$ cat config.mk
export PLATFORM = sky130hd
export DESIGN_NAME = sobel_gradient
export DESIGN_NICKNAME = d
export VERILOG_FILES = /design/src/rtl/sobel_gradient.sv
export SDC_FILE = /design/constraint.sdc
export NUM_CORES = 1
export LEC_CHECK = 0
export CAP_MARGIN = 20
export CORE_MARGIN = 2
export CORE_UTILIZATION = 40
export DETAILED_ROUTE_END_ITERATION = 8
export GPL_TIMING_DRIVEN = 0
export HOLD_SLACK_MARGIN = 0.05
export PLACE_DENSITY = 0.58
export SLEW_MARGIN = 20
export SYNTH_ARGS = -nofsm -noshare
export SYNTH_HDL_FRONTEND = slang
export SYNTH_SLANG_ARGS = --single-unit
$ cat constraint.sdc
create_clock -name clk -period 5.1 [get_ports clk]
set_input_delay 1.275 -clock clk [delete_from_list [all_inputs] [get_ports clk]]
set_output_delay 1.275 -clock clk [all_outputs]
set_load 0.005 [all_outputs]
$ cat src/rtl/sobel_gradient.sv
// Sobel gradient on 3x3 windows: saturated magnitude, quantised direction,
// and a border flag for windows that straddle the row wrap.
//
// Ports:
//   clk                  clock
//   rstN                 asynchronous active-low reset
//   pixel_data_in[71:0]  3x3 window, byte (R*3+C) = pRC, R=0 top, C=0 left
//   pixel_data_in_valid  window valid this cycle
//   mag_out[7:0]         (|Gx|+|Gy|) >> MAG_SHIFT, saturated to 255
//   dir_out[1:0]         0=0deg 1=45deg 2=90deg 3=135deg
//   border_out           window straddles the row wrap (mag/dir forced 0)
//   out_valid            outputs valid, 3 cycles after the input was presented
module sobel_gradient #(
    parameter int IMAGE_WIDTH = 512,
    parameter int MAG_SHIFT   = 3
) (
    input  logic        clk,
    input  logic        rstN,
    input  logic [71:0] pixel_data_in,
    input  logic        pixel_data_in_valid,
    output logic [7:0]  mag_out,
    output logic [1:0]  dir_out,
    output logic        border_out,
    output logic        out_valid
);

    localparam int COL_W = (IMAGE_WIDTH > 1) ? $clog2(IMAGE_WIDTH) : 1;
    localparam logic [COL_W-1:0] COL_LAST = COL_W'(IMAGE_WIDTH - 1);
    localparam logic [COL_W-1:0] COL_EDGE = COL_W'(IMAGE_WIDTH - 2);

    // a + 2*b + c, max 1020, fits 10 bits without overflow
    function automatic logic [9:0] wsum(
        input logic [7:0] a,
        input logic [7:0] b,
        input logic [7:0] c
    );
        return {2'b00, a} + {1'b0, b, 1'b0} + {2'b00, c};
    endfunction

    logic [7:0] w_p00, w_p01, w_p02;
    logic [7:0] w_p10, w_p12;
    logic [7:0] w_p20, w_p21, w_p22;
    logic       w_unused_center;

    assign w_p00 = pixel_data_in[7:0];
    assign w_p01 = pixel_data_in[15:8];
    assign w_p02 = pixel_data_in[23:16];
    assign w_p10 = pixel_data_in[31:24];
    assign w_p12 = pixel_data_in[47:40];
    assign w_p20 = pixel_data_in[55:48];
    assign w_p21 = pixel_data_in[63:56];
    assign w_p22 = pixel_data_in[71:64];
    // the centre pixel carries no weight in either kernel
    assign w_unused_center = ^pixel_data_in[39:32];

    // column position of the incoming window
    logic [COL_W-1:0] r_col;
    logic             w_border;

    assign w_border = (r_col >= COL_EDGE);

    always_ff @(posedge clk or negedge rstN) begin
        if (!rstN) begin
            r_col <= '0;
        end else if (pixel_data_in_valid) begin
            r_col <= (r_col == COL_LAST) ? '0 : r_col + COL_W'(1);
        end
    end

    // S1: positive/negative partial sums of each kernel
    logic       r_s1_valid;
    logic       r_s1_border;
    logic [9:0] r_s1_gxp, r_s1_gxn;
    logic [9:0] r_s1_gyp, r_s1_gyn;

    always_ff @(posedge clk or negedge rstN) begin
        if (!rstN) begin
            r_s1_valid  <= 1'b0;
            r_s1_border <= 1'b0;
            r_s1_gxp    <= '0;
            r_s1_gxn    <= '0;
            r_s1_gyp    <= '0;
            r_s1_gyn    <= '0;
        end else begin
            r_s1_valid <= pixel_data_in_valid;
            if (pixel_data_in_valid) begin
                r_s1_border <= w_border;
                r_s1_gxp    <= wsum(w_p02, w_p12, w_p22);
                r_s1_gxn    <= wsum(w_p00, w_p10, w_p20);
                r_s1_gyp    <= wsum(w_p20, w_p21, w_p22);
                r_s1_gyn    <= wsum(w_p00, w_p01, w_p02);
            end
        end
    end

    // S2: signed gradients, -1020..+1020
    logic              r_s2_valid;
    logic              r_s2_border;
    logic signed [10:0] r_s2_gx, r_s2_gy;

    always_ff @(posedge clk or negedge rstN) begin
        if (!rstN) begin
            r_s2_valid  <= 1'b0;
            r_s2_border <= 1'b0;
            r_s2_gx     <= '0;
            r_s2_gy     <= '0;
        end else begin
            r_s2_valid <= r_s1_valid;
            if (r_s1_valid) begin
                r_s2_border <= r_s1_border;
                r_s2_gx <= $signed({1'b0, r_s1_gxp}) - $signed({1'b0, r_s1_gxn});
                r_s2_gy <= $signed({1'b0, r_s1_gyp}) - $signed({1'b0, r_s1_gyn});
            end
        end
    end

    // magnitude and direction from S2
    logic [9:0]  w_ax, w_ay;
    logic [10:0] w_sum, w_shr;
    logic [7:0]  w_mag;
    logic [12:0] w_2ax, w_5ax, w_2ay, w_5ay;
    logic [1:0]  w_dir;

    assign w_ax  = r_s2_gx[10] ? 10'(-r_s2_gx) : r_s2_gx[9:0];
    assign w_ay  = r_s2_gy[10] ? 10'(-r_s2_gy) : r_s2_gy[9:0];
    assign w_sum = {1'b0, w_ax} + {1'b0, w_ay};
    assign w_shr = w_sum >> MAG_SHIFT;
    assign w_mag = (w_shr > 11'd255) ? 8'hFF : w_shr[7:0];

    assign w_2ax = {2'b00, w_ax, 1'b0};
    assign w_5ax = {1'b0, w_ax, 2'b00} + {3'b000, w_ax};
    assign w_2ay = {2'b00, w_ay, 1'b0};
    assign w_5ay = {1'b0, w_ay, 2'b00} + {3'b000, w_ay};

    // tan(22.5) ~ 2/5 and tan(67.5) ~ 5/2; reaching the last two
    // branches implies both gradients are non-zero, so sign bits decide
    always_comb begin
        w_dir = 2'd3;
        if (w_5ay <= w_2ax) begin
            w_dir = 2'd0;
        end else if (w_2ay >= w_5ax) begin
            w_dir = 2'd2;
        end else if (r_s2_gx[10] == r_s2_gy[10]) begin
            w_dir = 2'd1;
        end
    end

    // S3: output registers
    always_ff @(posedge clk or negedge rstN) begin
        if (!rstN) begin
            out_valid  <= 1'b0;
            mag_out    <= '0;
            dir_out    <= '0;
            border_out <= 1'b0;
        end else begin
            out_valid <= r_s2_valid;
            if (r_s2_valid) begin
                border_out <= r_s2_border;
                mag_out    <= r_s2_border ? 8'd0 : w_mag;
                dir_out    <= r_s2_border ? 2'd0 : w_dir;
            end
        end
    end

endmodule
==> results of run 1 <==
## final timing paths
| kind | start | end | slack (ns) | cells after the start |
|---|---|---|---|---|
| max | r_s2_gy[0] | dir_out[0] | 0.43 | 20 |
| min | r_s1_valid | r_s2_valid | 0.37 | 0 |
| max reg2reg | r_s2_gy[0] | dir_out[0] | 0.43 | 20 |
| min reg2reg | r_s1_valid | r_s2_valid | 0.37 | 0 |
| max in group asynchronous | rstN | r_s2_border | 3.48 | 2 |
| min in group asynchronous | rstN | r_s1_gxn[2] | 0.95 | 1 |
## repair_timing
item                                    in CTS  in global routing
hold endpoints to repair                     0                  0
resized for setup                            0                  7
endpoints found under the setup margin       0                  2
## stage by stage
step | utilization, % | setup TNS [ns]
after CTS | 48.0 | 0
after global routing | 48.3 | 0
after floorplan | - | 0
after global placement | 46.3 | -45.81
final | 48.3 | 0
after detailed placement | 46.4 | 0
## worst max-delay path, cell delays in order, from the launching register on
cell and delay, ns:
dfrtp_2 0.52, inv_1 0.11, ha_1 0.22, inv_1 0.12
nand2_1 0.10, xnor2_2 0.33, ha_1 0.24, inv_1 0.05
fa_1 0.40, nor2b_1 0.16, and3_1 0.19, a211oi_2 0.10
o31ai_1 0.37, xor2_1 0.13, ha_1 0.34, nand2_1 0.08
nor3_1 0.29, nor2_1 0.07, maj3_1 0.34, a2bb2oi_1 0.27
a2bb2oi_1 0.10
## metal layers
layer  track usage, %  vias to the layer above  wire (µm)
met1             24.3                     2890       8650
met5                0                        -          0
met4             4.60                        0        163
li1                 -                     3126          -
met3             2.12                       13        446
met2             33.0                       88       8870
## cells by family after synthesis
kind of cell | count (synthesis) | synth area share (%)
adder cells (fa/ha/maj) | 137 | 25.1
flip-flops | 87 | 27.7
multiplexers | 22 | 3.07
AND/OR/NAND/NOR | 191 | 11.9
buffers and inverters | 111 | 5.57
XOR/XNOR | 67 | 7.82
AO/OA/AOI/OAI | 221 | 18.9
## flip-flops by register name, indices dropped and copies added (netlist names)
name	flops
out_valid	1
border_out	1
r_s1_gxn	10
r_col	9
r_s1_valid	1
r_s1_border	1
r_s2_valid	1
r_s1_gyn	10
mag_out	8
r_s2_gy	11
r_s1_gyp	10
dir_out	2
r_s2_border	1
r_s1_gxp	10
r_s2_gx	11
## layout make-up
type / count / area, µm²
clock inverter: 6 / 92.6
timing repair buffer: 79 / 798
sequential: 87 / 2180
buffer: 21 / 95.1
clock buffer: 10 / 229
fill: 1924 / 10000
multi-input combinational: 638 / 5300
tap: 265 / 332
inverter: 90 / 343
## layout by cell type (no fill, tap or decap), drive strengths merged, types with 3 or more instances in the layout
cell type and count:
ha 96, inv 89, dfrtp 87, clkdlybuf4s50 77, o21ai 61, nand2 57, xnor2 49, a21oi 48
nor2 43, fa 36, clkbuf 24, nor3 21, nor2b 18, mux2 17, xor2 17, o31ai 15
a21o 14, nand3 13, a21boi 12, o21a 12, nand2b 9, o2bb2ai 9, buf 9, nand4 8
o21bai 6, o211ai 6, o41ai 6, mux2i 5, maj3 5, nand3b 4, a31oi 4, or4 4
a211oi 4, a2111o 3, clkinv 3, o2111ai 3, a2bb2oi 3, a221oi 3
==> results.cfg, run 1 <==
[yosys]
synth_common_cells = ha_1 (96), dfrtp_1 (87), inv_1 (86)
synthesis.nets = 1043
synth_top_area_share_pct = 27.7
ys_seq_area_share_pct = 27.7
ys_types = 73
synth.most_common_cell = ha_1
synthFlopType = dfrtp_1
yosys_warnings = 0
synthArstFlopShare_pct = 100
syn_area_mm2 = 0.00787
synth_seq_cells = 87
synth-edff-count = 0
synthCells = 836
synth_top_cell_by_area = dfrtp_1
syn-mean-instance-area_um2 = 9.41
yosys-top-cells-area = dfrtp_1 (28%), ha_1 (15%), fa_1 (9.2%)

[detailed_routing]
drc = 0
routed_wirelength_mm = 18.1
initialDrtViolationCount = 311
routed_via_density = 5.11
avgRoutedWirePerCell_um = 15.2
dr.pass1.iters = 5
vias = 6117
postRouteAntennaNets = 0

[timing]
fin_skew_ns = 0.00630
post-route-period-util_pct = 91.5
min_period_ns = 4.67
hold_viol = 0
rsz0062_at_grt = false
tightest_slew_ns = 0.714
slew_headroom_pct = 52.0
timing.final.ws_setup_ns = 0.433
slew_violations = 0
fmax_ghz = 0.214
finalSetupViolCount = 0
whs_ns = 0.371

[job]
drv_cap = 0

[worst_setup_path]
worstSetupEndpointType = flop
cp_data_arrival_time_ns = 4.89
crit_type = reg -> reg
cp-start-kind = flop
path_max_fanout = 9
cp.required_ns = 5.32

[cells_and_area]
final_cells = 1196
layout.nets = 1133
final_area_mm2 = 0.00936
n_antenna_cell = 0
area_delta_synth_final_pct = 19.0
drive_above_1_share_pct = 6.34

[clock_tree]
htree_num_levels = 3
post_cts_buffers = 0
cts_tree = done
cts_buffers = 9
path_clk_slew_ns = 0.06
clockBufferDepth = 2
cts.sinks = 87
clock_latency_ns = 0.35
root_buffer = clkbuf_16
ctsHoldBuffers = 0

[placement]
dp_cells = 1180
gp_congestion = 0.796
post-place-ws_ns = 0.0776
placed_cell_area_mm2 = 0.00900
dp_hpwl_mm = 15.1
numPortBuffers = 78

[floorplan]
start_util_pct = 40.6
coreArea_mm2 = 0.0194
die_w_um = 144
fp.dieArea_mm2 = 0.0208
die_h_um = 144
pin_count = 87
placementRows = 51

[grt]
overflow = 0
antenna_found_initial = 0
grt_pass1_wl_mm = 30.3
track_usage_pct = 18.6
grt_pass1_vias = 6185
grt_max_degree = 53

[worst_hold_path]
hp-class = reg -> reg

[outcome]
status = completed
Power of run 1 is left out: the tool's default activity adds up to more than one toggle a clock period on the data nets, which glitch-free logic cannot reach.
==> run 2: changes to the inputs <==
--- a/config.mk
+++ b/config.mk
@@ -11,7 +11,9 @@
 export DETAILED_ROUTE_END_ITERATION = 8
 export GPL_TIMING_DRIVEN = 0
 export HOLD_SLACK_MARGIN = 0.05
+export MAX_ROUTING_LAYER = met4
 export PLACE_DENSITY = 0.58
+export SKIP_CTS_REPAIR_TIMING = 1
 export SLEW_MARGIN = 20
 export SYNTH_ARGS = -nofsm -noshare
 export SYNTH_HDL_FRONTEND = slang
==> results.cfg, run 2 (same netlist as run 1, synthesis figures left out) <==
[cells_and_area]
area_delta_synth_final_pct = 19.0
post-route-util_pct = 48.3
drive_above_1_share_pct = 6.34
reg_top3 = r_s2_gx (11), r_s2_gy (11)
mostFrequentLayoutCells = ha_1 (96), inv_1 (86), dfrtp_1 (86)
layout.nets = 1133
layout_commonest_cell = ha_1
n_antenna_cell = 0
final_area_mm2 = 0.00936

[grt]
grt_max_degree = 53
track_usage_pct = 19.2
grt_pass1_vias = 6172
grt_pass1_wl_mm = 30.4
antenna_found_initial = 0
overflow = 0

[worst_setup_path]
cpPeakStageDelay_ns = 0.51
path_max_fanout = 8
crit_slowest_cell = or4_1
r2r-start = r_s2_gy[2]
worstSetupEndpointType = flop
worstPathCellList = clkbuf_1 > or4_1 > o21ai_1 > xor2_2 > inv_1 > ha_1 > a21oi_1 > o21ai_0 > a211oi_2 > o31ai_1 > xor2_1 > ha_1 > nand2_1 > nor3_1 > nor2_1 > maj3_1 > a2bb2oi_1 > a2bb2oi_1
cp-start-kind = flop
crit_type = reg -> reg
critPathLaunch = r_s2_gy[2]
cp_data_arrival_time_ns = 4.89
cp.required_ns = 5.32

[placement]
placed_cell_area_mm2 = 0.00900
gp_congestion = 0.808
dp_hpwl_mm = 15.1
post-place-ws_ns = 0.0776
numPortBuffers = 78

[detailed_routing]
routed_wirelength_mm = 18.1
postRouteAntennaNets = 0
dr.pass1.iters = 4
routed_via_density = 5.12
vias = 6118
avgRoutedWirePerCell_um = 15.1
drc = 0
initialDrtViolationCount = 278

[worst_hold_path]
hold_start = r_s1_valid
hp-class = reg -> reg

[clock_tree]
clock_latency_ns = 0.34
cts_tree = done
path_clk_slew_ns = 0.06
root_buffer = clkbuf_16
cts_buffers = 9
htree_num_levels = 3
cts.sinks = 87
clockBufferDepth = 2

[timing]
slew_violations = 0
fmax_ghz = 0.214
rsz0062_at_grt = false
timing.final.ws_setup_ns = 0.425
min_period_ns = 4.67
fin_skew_ns = 0.00627
finalSetupViolCount = 0
slew_headroom_pct = 50.8
post-route-period-util_pct = 91.7
hold_viol = 0
tightest_slew_ns = 0.732

[floorplan]
start_util_pct = 40.6
fp.dieArea_mm2 = 0.0208
die_w_um = 144
coreArea_mm2 = 0.0194
die_h_um = 144
placementRows = 51
pin_count = 87

[outcome]
status = completed

[job]
drv_cap = 0
-- run 2: cell counts in the layout (fill, tap and decap cells not counted) --
Identical to the previous run, type by type.
-- run 2: path summary, 6_finish.rpt --
check,endpoint,slack [ns],cells after the start
setup / recovery,dir_out[0],0.43,18
setup reg to reg,dir_out[0],0.43,18
hold reg to reg,r_s2_valid,0.37,0
hold / removal,r_s2_valid,0.37,0
max in group asynchronous,r_s2_border,3.49,2
min in group asynchronous,r_s1_gxn[2],0.95,1
-- run 2: final cells by class --
cell class                 count  area (µm²)
multi-input combinational    638        5300
clock inverter                 6        92.6
sequential                    87        2180
fill                        1924       10000
inverter                      90         343
clock buffer                  10         229
timing repair buffer          79         798
tap                          265         332
buffer                        21        95.1
-- run 2: through the flow --
| stage | instances | TNS (ns) | hold WS [ns] |
|---|---|---|---|
| 2_1_floorplan | 836 | 0 | 0.352 |
| 3_3_place_gp | 1179 | -45.81 | 0.355 |
| 3_5_place_dp | 1180 | 0 | 0.359 |
| 4_1_cts | 1196 | 0 | 0.374 |
| 5_1_grt | 1196 | 0 | 0.383 |
| 6_report | 1196 | 0 | 0.371 |
-- run 2: worst max-delay path: cells and delay by family (launching register included) --
family / cells / cell delay, ns
adder cells (fa/ha/maj): 3 / 1.02
flip-flops: 1 / 0.35
AND/OR/NAND/NOR: 4 / 0.97
buffers and inverters: 2 / 0.34
AO/OA/AOI/OAI: 7 / 1.38
XOR/XNOR: 2 / 0.48
-- run 2: layer usage --
metal  part of all wire [%]  routed length, µm  track usage (%)  vias to the layer above
met5                      0                  0                -                        -
met4                   0.81                146             4.60                        0
met3                    2.1                385             1.89                        9
met2                     49               8880             33.0                       95
met1                     48               8700             24.5                     2891
li1                       -                  -                -                     3123
Power of run 2 is left out for the same reason.
==> run 3: changes to the inputs <==
--- a/config.mk
+++ b/config.mk
@@ -12,7 +12,7 @@
 export GPL_TIMING_DRIVEN = 0
 export HOLD_SLACK_MARGIN = 0.05
 export MAX_ROUTING_LAYER = met4
-export PLACE_DENSITY = 0.58
+export PLACE_DENSITY_LB_ADDON = 0.2
 export SKIP_CTS_REPAIR_TIMING = 1
 export SLEW_MARGIN = 20
 export SYNTH_ARGS = -nofsm -noshare
==> results.cfg, run 3 (same netlist as run 1, synthesis figures left out) <==
[detailed_routing]
routed_via_density = 5.10
initialDrtViolationCount = 282
dr.pass1.iters = 5
postRouteAntennaNets = 0
vias = 6102
avgRoutedWirePerCell_um = 14.9
routed_wirelength_mm = 17.8
drc = 0

[worst_setup_path]
critPathBufInv = 2
cp_data_arrival_time_ns = 4.97
worstSetupEndpointType = flop
rrSetupSlack_ns = 0.39
path_delay_family = compound AO/OA/AOI/OAI gates
worst-r2r-cell-count = 18
cp-start-kind = flop
r2r-start = r_s2_gx[0]
crit_type = reg -> reg
crit_slowest_cell = or4b_4
cpPeakStageDelay_ns = 0.50
cp.required_ns = 5.36
cp_common_cell = ha_1
worstPathCellList = inv_1 > ha_1 > or4b_4 > o211a_1 > or2_1 > buf_6 > ha_1 > a2111o_1 > o32ai_1 > a221oi_1 > a21o_1 > xnor2_1 > ha_1 > a211oi_1 > a21boi_0 > a211o_1 > maj3_2 > a221oi_2
path_max_fanout = 9
r2r_end = dir_out[1]

[worst_hold_path]
hold_start = r_s1_valid
min_path_cells = 0
whs_endpoint = r_s2_valid
hp-class = reg -> reg

[floorplan]
coreArea_mm2 = 0.0194
placementRows = 51
start_util_pct = 40.6
pin_count = 87
die_w_um = 144
fp.dieArea_mm2 = 0.0208
die_h_um = 144

[grt]
grt_max_degree = 47
antenna_found_initial = 0
overflow = 0
grt_pass1_wl_mm = 30.0
track_usage_pct = 18.9
grt_pass1_vias = 6165

[placement]
dp_hpwl_mm = 14.9
gp_congestion = 0.824
numPortBuffers = 78

[timing]
fmax_ghz = 0.212
finalSetupViolCount = 0
tightest_slew_ns = 0.697
hold_viol = 0
rsz0062_at_grt = false
slew_violations = 0
slew_headroom_pct = 53.0
fin_skew_ns = 0.00984
tns_ns = 0
post-route-period-util_pct = 92.4
min_period_ns = 4.71

[clock_tree]
clockBufferDepth = 2
path_clk_slew_ns = 0.07
cts_tree = done
root_buffer = clkbuf_16
cts.sinks = 87
htree_num_levels = 3
clock_latency_ns = 0.35
cts_buffers = 9

[job]
drv_cap = 0

[cells_and_area]
mostFrequentLayoutCells = ha_1 (96), inv_1 (86), dfrtp_1 (86)
layout.nets = 1133
layout_commonest_cell = ha_1
drive_above_1_share_pct = 6.34
n_antenna_cell = 0
reg_top3 = r_s2_gx (11), r_s2_gy (11)
post-route-util_pct = 48.1
area_delta_synth_final_pct = 18.7

[outcome]
status = completed
[run 3: cell type report]
cell class	count	area [µm²]
multi-input combinational	638	5290
timing repair buffer	79	798
tap	265	332
clock inverter	7	80.1
inverter	90	343
clock buffer	9	225
fill	1917	10100
buffer	21	95.1
sequential	87	2180
[run 3: routing by layer]
metal  GRT usage (%)  routed length [µm]  part of all wire, %
met5               -                   0                    0
met2            32.0                8580                   48
met4            4.70                 223                  1.3
met1            24.3                8490                   48
met3            2.19                 463                  2.6
[run 3: metrics by stage]
| step | std cells | hold WS (ns) | setup WS (ns) | instance area, µm² |
|---|---|---|---|---|
| 3_5_place_dp | 1180 | 0.359 | 0.134 | 9000 |
| 3_3_place_gp | 1179 | 0.359 | -0.476 | 8980 |
| 2_1_floorplan | 836 | 0.352 | 0.887 | 7870 |
| 6_report | 1196 | 0.373 | 0.386 | 9340 |
| 5_1_grt | 1196 | 0.398 | 0.0745 | 9340 |
| 4_1_cts | 1196 | 0.375 | 0.109 | 9300 |
[run 3: how the worst max path moves through the flow]
stage / start / to / depth (start not counted)
2_1_floorplan: r_s2_gx[0] / dir_out[1] / 18
3_3_place_gp: rstN / mag_out[5] / 1
3_5_place_dp: r_s2_gy[0] / dir_out[0] / 20
4_1_cts: r_s2_gy[0] / dir_out[0] / 20
5_1_grt: r_s2_gx[0] / dir_out[1] / 18
6_report: r_s2_gx[0] / dir_out[1] / 18
Power of run 3 is left out for the same reason.
